File: src/rtl/control_sequencer.sv
// control_sequencer: FETCH/EXEC/HALT instruction sequencer for a register-file/ALU datapath.
// The IR is latched in FETCH.
// The control word, constant and memory strobe are decoded only from the latched IR and the
// current state, so IR_in never reaches CTRWRD combinationally.
module control_sequencer #(
  parameter logic [15:0] RESET_PC = 16'h0000
) (
  input  logic        CLK,
  input  logic        RESET,
  output logic [15:0] PC_out,
  output logic        fetch_req,
  input  logic        fetch_ack,
  input  logic [15:0] IR_in,
  output logic [15:0] CTRWRD,
  output logic [15:0] Cin,
  output logic        mem_write,
  input  logic        V,
  input  logic        C,
  input  logic        N,
  input  logic        Z,
  output logic        halted
);

  // Opcode map (IR[15:9])
  localparam logic [6:0] OP_MOVA = 7'b0000000;
  localparam logic [6:0] OP_INC  = 7'b0000001;
  localparam logic [6:0] OP_ADD  = 7'b0000010;
  localparam logic [6:0] OP_SUB  = 7'b0000101;
  localparam logic [6:0] OP_DEC  = 7'b0000110;
  localparam logic [6:0] OP_AND  = 7'b0001000;
  localparam logic [6:0] OP_OR   = 7'b0001001;
  localparam logic [6:0] OP_XOR  = 7'b0001010;
  localparam logic [6:0] OP_NOT  = 7'b0001011;
  localparam logic [6:0] OP_MOVB = 7'b0001100;
  localparam logic [6:0] OP_ADI  = 7'b1000010;
  localparam logic [6:0] OP_LD   = 7'b0010000;
  localparam logic [6:0] OP_ST   = 7'b0100000;
  localparam logic [6:0] OP_BRZ  = 7'b1100000;
  localparam logic [6:0] OP_BRN  = 7'b1100001;
  localparam logic [6:0] OP_HLT  = 7'b1111111;

  typedef enum logic [1:0] {
    S_FETCH = 2'd0,
    S_EXEC  = 2'd1,
    S_HALT  = 2'd2
  } state_t;

  state_t      r_state;
  state_t      w_state_next;
  logic [15:0] r_pc;
  logic [15:0] w_pc_next;
  logic [15:0] r_ir;
  logic [15:0] w_ir_next;

  // Instruction fields of the latched IR
  logic [6:0]  w_opcode;
  logic [2:0]  w_dr;
  logic [2:0]  w_sa;
  logic [2:0]  w_sb;
  logic [15:0] w_br_offset;

  assign w_opcode    = r_ir[15:9];
  assign w_dr        = r_ir[8:6];
  assign w_sa        = r_ir[5:3];
  assign w_sb        = r_ir[2:0];
  // Branch displacement is the 6-bit two's-complement value {DR,SB}, sign-extended
  assign w_br_offset = {{10{w_dr[2]}}, w_dr, w_sb};

  // Overflow and carry status are not used by any branch condition
  logic w_unused_status;
  assign w_unused_status = V ^ C;

  assign PC_out = r_pc;

  // State, PC and IR registers; RESET wins over any in-flight fetch or branch
  always_ff @(posedge CLK) begin
    if (RESET) begin
      r_state <= S_FETCH;
      r_pc    <= RESET_PC;
      r_ir    <= 16'h0000;
    end else begin
      r_state <= w_state_next;
      r_pc    <= w_pc_next;
      r_ir    <= w_ir_next;
    end
  end

  // Next-state, next-PC and decoded datapath controls
  always_comb begin
    w_state_next = r_state;
    w_pc_next    = r_pc;
    w_ir_next    = r_ir;
    CTRWRD       = 16'h0000;
    Cin          = 16'h0000;
    mem_write    = 1'b0;
    fetch_req    = 1'b0;
    halted       = 1'b0;

    case (r_state)
      S_FETCH: begin
        fetch_req = 1'b1;
        if (fetch_ack) begin
          w_ir_next    = IR_in;
          w_state_next = S_EXEC;
        end
      end

      S_EXEC: begin
        w_state_next = S_FETCH;
        w_pc_next    = r_pc + 16'd1;
        case (w_opcode)
          OP_MOVA, OP_INC, OP_ADD, OP_SUB, OP_DEC,
          OP_AND, OP_OR, OP_XOR, OP_NOT, OP_MOVB: begin
            // FS is taken straight from the low opcode bits
            CTRWRD = {w_dr, w_sa, w_sb, 1'b0, w_opcode[3:0], 1'b0, 1'b1};
          end
          OP_ADI: begin
            CTRWRD = {w_dr, w_sa, 3'b000, 1'b1, 4'b0010, 1'b0, 1'b1};
            Cin    = {13'b0, w_sb};
          end
          OP_LD: begin
            CTRWRD = {w_dr, w_sa, 3'b000, 1'b0, 4'b0000, 1'b1, 1'b1};
          end
          OP_ST: begin
            CTRWRD    = {3'b000, w_sa, w_sb, 1'b0, 4'b0000, 1'b0, 1'b0};
            mem_write = 1'b1;
          end
          OP_BRZ: begin
            // Pass A through the ALU so Z/N reflect register SA
            CTRWRD = {3'b000, w_sa, 3'b000, 1'b0, 4'b0000, 1'b0, 1'b0};
            if (Z) begin
              w_pc_next = r_pc + w_br_offset;
            end
          end
          OP_BRN: begin
            CTRWRD = {3'b000, w_sa, 3'b000, 1'b0, 4'b0000, 1'b0, 1'b0};
            if (N) begin
              w_pc_next = r_pc + w_br_offset;
            end
          end
          OP_HLT: begin
            // Freeze PC on the HLT instruction itself
            w_pc_next    = r_pc;
            w_state_next = S_HALT;
          end
          default: begin
            // Unassigned opcodes execute as NOP
          end
        endcase
      end

      S_HALT: begin
        halted = 1'b1;
      end

      default: begin
        w_state_next = S_FETCH;
      end
    endcase
  end

endmodule

File: config.mk
export PLATFORM = sky130hd
export DESIGN_NAME = control_sequencer
export DESIGN_NICKNAME = d
export VERILOG_FILES = /design/src/rtl/control_sequencer.sv
export SDC_FILE = /design/constraint.sdc
export NUM_CORES = 1
export LEC_CHECK = 0
export BUFFER_PORTS_ARGS = -buffer_cell sky130_fd_sc_hd__buf_2
export CAP_MARGIN = 20
export CORE_ASPECT_RATIO = 0.75
export CORE_MARGIN = 5
export CORE_UTILIZATION = 45
export CTS_CLUSTER_DIAMETER = 200
export DETAILED_ROUTE_END_ITERATION = 12
export GPL_TIMING_DRIVEN = 0
export PLACE_DENSITY = 0.77
export SLEW_MARGIN = 25
export SYNTH_ARGS = -nofsm -noshare
export SYNTH_HDL_FRONTEND = slang
export SYNTH_SLANG_ARGS = --single-unit
export TNS_END_PERCENT = 20
File: constraint.sdc
create_clock -name CLK -period 4.4 [get_ports CLK]
set_input_delay 0.22 -clock CLK [delete_from_list [all_inputs] [get_ports CLK]]
set_output_delay 0.22 -clock CLK [all_outputs]
set_load 0.01 [all_outputs]
==> flow_summary.yaml <==
yosys:
  synth.distinct_cells: 70
  synthXorXnorAreaFrac: 0.0422
  synth_simple_gate_area_frac: 0.291
  syn_area_per_cell_sq_um: 7.24
  postSynthCellCount: 401
  synth_adder_area_share: 0.0759
  synth-compound-area-share: 0.257
  ys.warnings.count: 0
  post_synth_mux_area_share: 0.0147
  leading_register_cell_type_out_of_synthesis: "sky130_fd_sc_hd__dfxtp_1"
  synth-seq-cells: 34
  synthArstFlopShare: 0
  synth-seq-area-share: 0.234
  combined_area_of_all_synthesized_cells_sq_um: 2900
  synth-edff-count: 0
  synth_top_family_by_area: "simple AND/OR/NAND/NOR gates"
floorplanning:
  core_sq_um: 6290
  dieArea_sq_um: 8170
  start_util: 0.462
  design.portCount: 74
  die_height_um: 79.6
  row_count: 25
  chipWidth_um: 103
finish:
  nets: 518
  drive_above_1_share: 0.234
  inserted_diodes: 0
  filler_cell_count: 605
  area.growth.synth_to_final_pct: 19.8
  post-route-cell-area_sq_um: 3480
  final_cell_utilization_of_the_core: 0.553
place:
  input_output_buffers: 58
  gp_congestion: 0.864
  dp_hpwl_um: 6380
  dpl-instance-area_sq_um: 3340
route:
  detailedRoute.firstPassIterationCount: 4
  post_drt_via_cell_ratio: 5.58
  initialDrtViolationCount: 194
  post-route-drc-count: 0
  postRouteWirelength_um: 8370
  routedWlPerCell_um: 14.9
  route.vias.total: 3125
  ant_nets: 0
power_and_ir_drop:
  power-per-cell-area_nw_per_um2: 239
  peakVddDrop_mv: 0.165
  power.leakage_uw: 0.00149
run_status:
  outcome: "finished, final reports clean"
global_routing:
  grt_pass1_wl_um: 13800
  grt_antenna_before_repair: 0
  most_crowded_layer_after_global_routing: "met2"
  globalRouteMet2Util: 0.318
  grt_pass1_vias: 2879
  grt_util_overall: 0.212
  maximum_number_of_pins_on_one_net_before_global_route_repair: 14
  met1_usage: 0.310
  use_met3: 0.0498
  grt-ovfl-total: 0
clocking:
  holdBufCountCts: 0
  cts-root-to-sink-buffers: 2
  tritoncts: "built"
  clk_pin_slew_worst_paths_ns: 0.08
  cts-htree-levels: 2
  post_cts_setup_repair_bufs: 0
  cts-buffers-inserted: 5
  cts-resized-gates: 0
  worst_skew_pair.late_latency_ns: 0.30
  cts_num_sinks: 34
  cts-root-buf: "sky130_fd_sc_hd__clkbuf_8"
timing:
  fmax_ghz: 0.364
  slew_headroom: 0.519
  timing_max_transition_violations_final: 0
  setup_viol_count_final: 0
  setup_repair_after_global_routing_missed_its_margin: "false"
  final.period_utilization: 0.624
  timing.final.hold_violations: 0
  finalWorstPathRequiredPeriod_ns: 2.75
  setup_total_negative_slack_ns: 0
  clock-skew-final_ns: 0.0120
  tightest_slew_ns: 0.714
critical_path:
  crit_fanout: 7
  worstSetupPathType: "reg2reg"
  critPathCaptureType: "flop"
  worstPathArrival_ns: 2.92
  critical_path.startpoint_type: "flop"
  worst-endpoint-required_ns: 4.57
flow_run:
  timing.max_cap.violations: 0
worst_hold_path:
  worst_hold_path_type: "in2reg"
-- area by class of cell --
cell class | count | area [sq um] | area share
clock inverter | 3 | 68.8 | 0.0198
buffer | 36 | 211 | 0.0608
tap | 81 | 101 | 0.0291
multi-input combinational | 335 | 2030 | 0.583
sequential | 34 | 681 | 0.196
clock buffer | 5 | 68.8 | 0.0198
timing repair buffer | 58 | 290 | 0.0835
inverter | 8 | 30.0 | 0.00864
-- through the flow --
stage	power [uW]	hold slack, ns	instances	setup WS (ns)
floorplan	435	0.356	413	2.12
global placement	471	0.438	552	1.78
detailed placement	476	0.443	552	1.74
CTS	830	0.152	560	1.67
global route	867	0.149	560	1.43
finish	830	0.149	560	1.65
-- synth_stat cells, types with 2 or more instances --
cell type / number / share of area
sky130_fd_sc_hd__nand2_1: 67 / 0.087
sky130_fd_sc_hd__a21oi_1: 40 / 0.069
sky130_fd_sc_hd__dfxtp_1: 34 / 0.23
sky130_fd_sc_hd__nor2_1: 32 / 0.041
sky130_fd_sc_hd__o21ai_0: 21 / 0.036
sky130_fd_sc_hd__ha_1: 16 / 0.069
sky130_fd_sc_hd__buf_4: 15 / 0.039
sky130_fd_sc_hd__nand3_1: 13 / 0.022
sky130_fd_sc_hd__and2_1: 10 / 0.022
sky130_fd_sc_hd__buf_2: 10 / 0.017
sky130_fd_sc_hd__nor3_1: 9 / 0.016
sky130_fd_sc_hd__clkbuf_1: 8 / 0.010
sky130_fd_sc_hd__inv_1: 8 / 0.010
sky130_fd_sc_hd__nor2b_1: 8 / 0.017
sky130_fd_sc_hd__a211oi_1: 7 / 0.018
sky130_fd_sc_hd__a31oi_1: 7 / 0.015
sky130_fd_sc_hd__xnor2_1: 7 / 0.021
sky130_fd_sc_hd__xor2_1: 7 / 0.021
sky130_fd_sc_hd__a21o_1: 5 / 0.013
sky130_fd_sc_hd__nand4_1: 4 / 0.0086
sky130_fd_sc_hd__o21ai_1: 4 / 0.0069
sky130_fd_sc_hd__or3_1: 4 / 0.0086
sky130_fd_sc_hd__a221oi_1: 3 / 0.0091
sky130_fd_sc_hd__and3_1: 3 / 0.0065
sky130_fd_sc_hd__nand2b_1: 3 / 0.0065
sky130_fd_sc_hd__nor4_1: 3 / 0.0065
sky130_fd_sc_hd__o211ai_1: 3 / 0.0078
sky130_fd_sc_hd__o22ai_1: 3 / 0.0065
sky130_fd_sc_hd__buf_1: 2 / 0.0026
sky130_fd_sc_hd__mux2_2: 2 / 0.0078
sky130_fd_sc_hd__mux2i_1: 2 / 0.0069
sky130_fd_sc_hd__nor3b_1: 2 / 0.0052
sky130_fd_sc_hd__o21a_2: 2 / 0.0060
-- critical path, cell delays in order (launching register included) --
cell	delay (ns)
sky130_fd_sc_hd__dfxtp_1	0.49
sky130_fd_sc_hd__ha_1	0.27
sky130_fd_sc_hd__inv_1	0.07
sky130_fd_sc_hd__fa_1	0.40
sky130_fd_sc_hd__nor2b_1	0.17
sky130_fd_sc_hd__o2111ai_1	0.20
sky130_fd_sc_hd__a211oi_2	0.46
sky130_fd_sc_hd__a31oi_1	0.15
sky130_fd_sc_hd__a211oi_1	0.28
sky130_fd_sc_hd__o22ai_1	0.12
-- metal layers --
| layer | vias up | share of wire | wire, um |
|---|---|---|---|
| met5 | - | 0 | 0 |
| met4 | 0 | 0.0060 | 50 |
| met3 | 5 | 0.084 | 704 |
| met2 | 126 | 0.43 | 3630 |
| met1 | 1434 | 0.48 | 3980 |
| li1 | 1560 | - | - |
-- state kept, by name, indices dropped and copies added (netlist names) --
signal,count
PC_out,16
r_ir,16
r_state,2
-- worst paths after layout --
kind	depth (start not counted)	endpoint	slack [ns]	start
hold reg to reg	2	r_ir[4]	0.45	r_ir[4]
hold / removal	3	r_ir[5]	0.15	IR_in[5]
setup / recovery	9	PC_out[12]	1.65	PC_out[0]
setup reg to reg	9	PC_out[12]	1.65	PC_out[0]
-- where the power goes --
group	switching (uW)	internal, uW	leakage (uW)
registers	11.6	318	0.000277
clock network	131	227	0.0000683
logic	86.1	56.2	0.00114
total	229	601	0.00149
-- placed cells by master (no fill, tap or decap), types with 5 or more instances in the layout --
cell                       count
sky130_fd_sc_hd__a211oi_1      7
sky130_fd_sc_hd__a21o_1        5
sky130_fd_sc_hd__a21oi_1      40
sky130_fd_sc_hd__a31oi_1       7
sky130_fd_sc_hd__and2_1       10
sky130_fd_sc_hd__buf_2        68
sky130_fd_sc_hd__buf_4        15
sky130_fd_sc_hd__clkbuf_1      8
sky130_fd_sc_hd__clkbuf_8      5
sky130_fd_sc_hd__conb_1       13
sky130_fd_sc_hd__dfxtp_1      34
sky130_fd_sc_hd__ha_1         16
sky130_fd_sc_hd__inv_1         8
sky130_fd_sc_hd__nand2_1      67
sky130_fd_sc_hd__nand3_1      13
sky130_fd_sc_hd__nor2_1       32
sky130_fd_sc_hd__nor2b_1       8
sky130_fd_sc_hd__nor3_1        9
sky130_fd_sc_hd__o21ai_0      21
sky130_fd_sc_hd__xnor2_1       7
sky130_fd_sc_hd__xor2_1        7
-- cell families after synthesis --
logic type	Yosys count
AND/OR/NAND/NOR	172
AO/OA/AOI/OAI	115
buffers and inverters	44
flip-flops	34
adder cells (fa/ha/maj)	17
XOR/XNOR	14
multiplexers	4
other	1
Note: power is estimated with default switching activity, not from simulation.
